<file path="config.mk">
export PLATFORM = sky130hd
export DESIGN_NAME = pipe_elastic_rx
export DESIGN_NICKNAME = d
export VERILOG_FILES = /design/src/rtl/pipe_elastic_rx.sv
export SDC_FILE = /design/constraint.sdc
export NUM_CORES = 1
export LEC_CHECK = 0
export ABC_CLOCK_PERIOD_IN_PS = 2200
export CELL_PAD_IN_SITES_DETAIL_PLACEMENT = 1
export CELL_PAD_IN_SITES_GLOBAL_PLACEMENT = 2
export CORE_UTILIZATION = 36
export CTS_CLUSTER_DIAMETER = 120
export DETAILED_ROUTE_END_ITERATION = 8
export GPL_TIMING_DRIVEN = 0
export PLACE_DENSITY = 0.79
export SETUP_SLACK_MARGIN = 0.15
export SLEW_MARGIN = 20
export SYNTH_ARGS = -nofsm -noshare
export SYNTH_HDL_FRONTEND = slang
export SYNTH_SLANG_ARGS = --single-unit
</file>
<file path="constraint.sdc">
create_clock -name clk -period 2.2 [get_ports clk]
set_clock_uncertainty 0.1 [all_clocks]
set_input_delay 0.44 -clock clk [delete_from_list [all_inputs] [get_ports clk]]
set_output_delay 0.44 -clock clk [all_outputs]
set_load 0.02 [all_outputs]
</file>
<file path="src/rtl/pipe_elastic_rx.sv">
// pipe_elastic_rx: elastic byte pipeline with per-stage valid bits; PIPE_ELASTIC_RX_PARITY_EN adds parity carry/check
module pipe_elastic_rx #(
  parameter int WIDTH = 8,
  parameter int DEPTH = 3
) (
  input  logic                       clk,
  input  logic                       rst_n,
  input  logic                       in_valid,
  input  logic [WIDTH-1:0]           in_data,
`ifdef PIPE_ELASTIC_RX_PARITY_EN
  input  logic                       in_par,
  output logic                       out_par_err,
`endif
  output logic                       in_ready,
  output logic                       out_valid,
  output logic [WIDTH-1:0]           out_data,
  input  logic                       out_ready,
  output logic [$clog2(DEPTH+1)-1:0] count
);
  localparam int CW = $clog2(DEPTH+1);
  logic [DEPTH:1]   vld;
  logic [DEPTH:1]   acc;
  logic [WIDTH-1:0] dat [1:DEPTH];
  genvar k;
  // a stage can take new content when it or any stage downstream has room, or the output drains
  for (k = 1; k <= DEPTH; k++) begin : g_acc
    assign acc[k] = out_ready | ~(&vld[DEPTH:k]);
  end
  always_ff @(posedge clk or negedge rst_n)
    if (!rst_n) begin
      vld <= '0;
      for (int i = 1; i <= DEPTH; i++) dat[i] <= '0;
    end else begin
      if (acc[1]) vld[1] <= in_valid;
      if (acc[1] && in_valid) dat[1] <= in_data;
      for (int i = 2; i <= DEPTH; i++) begin
        if (acc[i]) vld[i] <= vld[i-1];
        if (acc[i] && vld[i-1]) dat[i] <= dat[i-1];
      end
    end
  always_comb begin
    count = '0;
    for (int i = 1; i <= DEPTH; i++) count = count + CW'(vld[i]);
  end
  assign in_ready  = acc[1];
  assign out_valid = vld[DEPTH];
  assign out_data  = dat[DEPTH];
`ifdef PIPE_ELASTIC_RX_PARITY_EN
  logic [DEPTH:1] par;
  always_ff @(posedge clk or negedge rst_n)
    if (!rst_n) par <= '0;
    else begin
      if (acc[1] && in_valid) par[1] <= in_par;
      for (int i = 2; i <= DEPTH; i++)
        if (acc[i] && vld[i-1]) par[i] <= par[i-1];
    end
  assign out_par_err = vld[DEPTH] & ((^dat[DEPTH]) ^ par[DEPTH]);
`endif
endmodule

</file>
==> summary.md <==
| Metric | Value |
|---|---|
| Status | `finished with violations` |
| Failing checks | `DRC` |
| Leading cell types by count after synthesis | `dfrtp_1 (27), mux2_2 (24), buf_4 (8)` |
| RSZ-0062 raised after global routing | `false` |
| CTS tree | `built` |
| Asr flop ratio synth | `100%` |
| Reg2reg start | `vld[3]$_DFFE_PN0P_` |
| DRC Markers | `2` |
| R2r endpoint | `dat[14]$_DFFE_PN0P_` |
| Max-slew headroom at the worst pin | `60.6%` |
| DRT iter0 DRCs | `10` |
| CTS Buffer Depth | `2` |
| Cts-stage hold buffer count | `0` |
| Req. time, crit path | `1.66 ns` |
| Chip Height | `~57 µm` |
| Max-Cap Viols | `0` |
| Crit path DAT | `between 1 and 1.5 ns` |
| Number of flops mapped to enable cells by yosys | `0` |
| Post-Synthesis Cells | `roughly 70` |
| Largest net degree at the start of global routing | `28` |
| Fmax | `roughly 0.50 GHz` |
| Min-Delay Path Class | `in -> async` |
| Wire per inst | `13.5 µm` |
| Synth Flop Type | `dfrtp_1` |
| Final wirelength | `1.73 mm` |
| Final Hold Viols | `0` |
| Max Transition Viols Final | `0` |
| Syn Nets | `82` |
| Min Tclk post-route | `1.98 ns` |
| Worst-Margin Slew | `0.591 ns` |
| CTS sink count | `27` |
| Area after DPL | `1360 µm²` |
| FF-to-FF setup slack | `0.77 ns` |
| Grt ovf | `0` |
| Count leader, synth | `dfrtp_1` |
| Gr usage total | `12.5%` |
| N_diodes | `0` |
| Antenna violations before repair | `0` |
| Synth area leaders | `dfrtp_1 (62%), mux2_2 (25%), buf_4 (5.5%)` |
| CP Capture Type | `output pin` |
| Avg Vias per Cell | `between 4 and 5` |
| Core area | `~2800 µm²` |
| # port buffers | `23` |
| Pleak | `0.597 nW` |
| Fill cell count | `~290` |
| I/O Pins | `24` |
| Area share of the largest cell type after synthesis | `61.6%` |
| VDD IR max | `0.000480 V` |
| CTS root buffer | `clkbuf_4` |
| RePlAce Congestion | `roughly 0.62` |
| Yosys warns | `0` |
| Die Footprint | `3270 µm²` |
| Via count | `approximately 630` |
| H-Tree Level Count | `1` |
| Yosys top cell by area | `dfrtp_1` |
| Final worst-path setup slack | `around 0.22 ns` |
| Layout Nets | `~110` |
| Reg2Reg Depth | `4` |
| Clk_lat worst skew | `0.31 ns` |
| CP startpoint | `vld[3]$_DFFE_PN0P_` |
| Number of global-route vias before repair | `~670` |
| Critical path class | `reg -> out` |
| Synth cell types | `9` |
| Mapped Avg Cell Area | `~16 µm²` |
| Post-route cell area | `1390 µm²` |
| Ratio of cells with drive above 1 in the final layout | `47.4%` |
| # setup viols final | `0` |
| Pre-antenna DRT Iters | `5` |
| Worst setup SP type | `register` |
| Max FO, Critical Path | `2` |
| Die width | `57.2 µm` |
| Num CTS Buffers | `3` |
| P per Cell Area | `1000 nW/µm²` |
| Period utilization | `90.1%` |
| Std cell rows | `19` |
| Netlist Area Pre-Place | `roughly 1100 µm²` |
| Area grow syn2layout | `27.0%` |
| Starting Density | `around 39%` |
| Post-DRT Antenna Nets | `0` |
| Setup crit end | `count[1]` |
| Sequential-to-total area share from yosys stat | `61.6%` |
| Global-route wire length before repair | `3.02 mm` |
| Seq cells post-synth | `27` |
| Clk slew on worst S/H paths | `0.13 ns` |
| Pre-CTS WS | `-0.0829 ns` |
==> final cells by class <==
type	count	area [µm²]	share of cell area [%]
plain buffers	8	60.1	4.31
clock buffers	4	26.3	1.89
multi-input cells	34	362	25.9
flip-flops and latches	27	678	48.7
well taps	31	38.8	2.78
repair buffers	24	229	16.4
==> power breakdown <==
group / internal, W / total (W) / switching (W)
clock network: 0.0000709 / 0.000208 / 0.000137
registers: 0.000622 / 0.000684 / 0.0000622
logic: 0.000309 / 0.000505 / 0.000196
total: 0.00100 / 0.00140 / 0.000395
==> layout by cell type (no fill, tap or decap) <==
cell type	Yosys	layout
buf_2	0	1
buf_4	8	10
clkbuf_1	0	1
clkbuf_2	0	1
clkbuf_4	0	3
clkdlybuf4s15_2	0	1
clkdlybuf4s50_1	0	18
dfrtp_1	27	25
dfrtp_2	0	2
dlymetal6s2s_1	0	1
fa_1	1	1
mux2_2	24	24
nand2_2	2	2
nand2_4	1	1
nand2b_1	4	4
nand3b_1	1	1
nand4b_2	1	1
==> kinds of logic (layout without fill, tap and decap cells) <==
group / after synthesis / in the layout / synth area share [%]
buffers and inverters: 8 / 36 / 5.47
multiplexers: 24 / 24 / 24.6
adder cells (fa/ha/maj): 1 / 1 / 1.82
AND/OR/NAND/NOR: 9 / 9 / 6.50
flip-flops: 27 / 27 / 61.6
==> timing repair <==
item                       in CTS  in global routing
gates resized for setup        10                  4
buffers inserted                1                  0
setup endpoints to repair       3                  4
==> worst max-delay path: stages, from the launching register on <==
cell and delay, ns:
dfrtp_2 0.45, fa_1 0.42, clkdlybuf4s15_2 0.26
==> worst min path at each step <==
| stage | startpoint | endpoint | slack [ns] | depth (start not counted) |
|---|---|---|---|---|
| after detailed placement | rst_n | out_data[7]$_DFFE_PN0P_ | 0.39 | 1 |
| after floorplan | rst_n | dat[10]$_DFFE_PN0P_ | 0.04 | 0 |
| after global placement | dat[22]$_DFFE_PN0P_ | dat[14]$_DFFE_PN0P_ | 0.38 | 1 |
| after global routing | rst_n | dat[15]$_DFFE_PN0P_ | 0.04 | 1 |
| final | rst_n | out_data[7]$_DFFE_PN0P_ | 0.005 | 1 |
| after CTS | rst_n | out_data[6]$_DFFE_PN0P_ | 0.02 | 1 |
==> per-stage QoR <==
stage                     hold slack (ns)  utilization, %  total power (W)  TNS (ns)  cells
after floorplan                    0.0444               -          0.00101         0     69
after global placement              0.382            48.3          0.00120   -0.0671    123
after detailed placement            0.386            48.1          0.00121   -0.0829    123
after CTS                          0.0171            49.2          0.00143         0    128
after global routing               0.0363            49.3          0.00149         0    128
final                             0.00512            49.3          0.00140         0    128
==> flip-flops by register name, indices dropped and copies added (netlist names) <==
signal / cells
dat: 16
out_data: 8
vld: 3
==> per-layer routing <==
metal / up-vias / share of wire, % / track usage [%]
met5: - / 0 / 0
met4: 0 / 2.0 / 7.32
met3: 4 / 4.6 / 2.27
met2: 17 / 50 / 20.5
met1: 323 / 43 / 15.5
li1: 285 / - / -
Note: power is estimated with default switching activity, not from simulation.
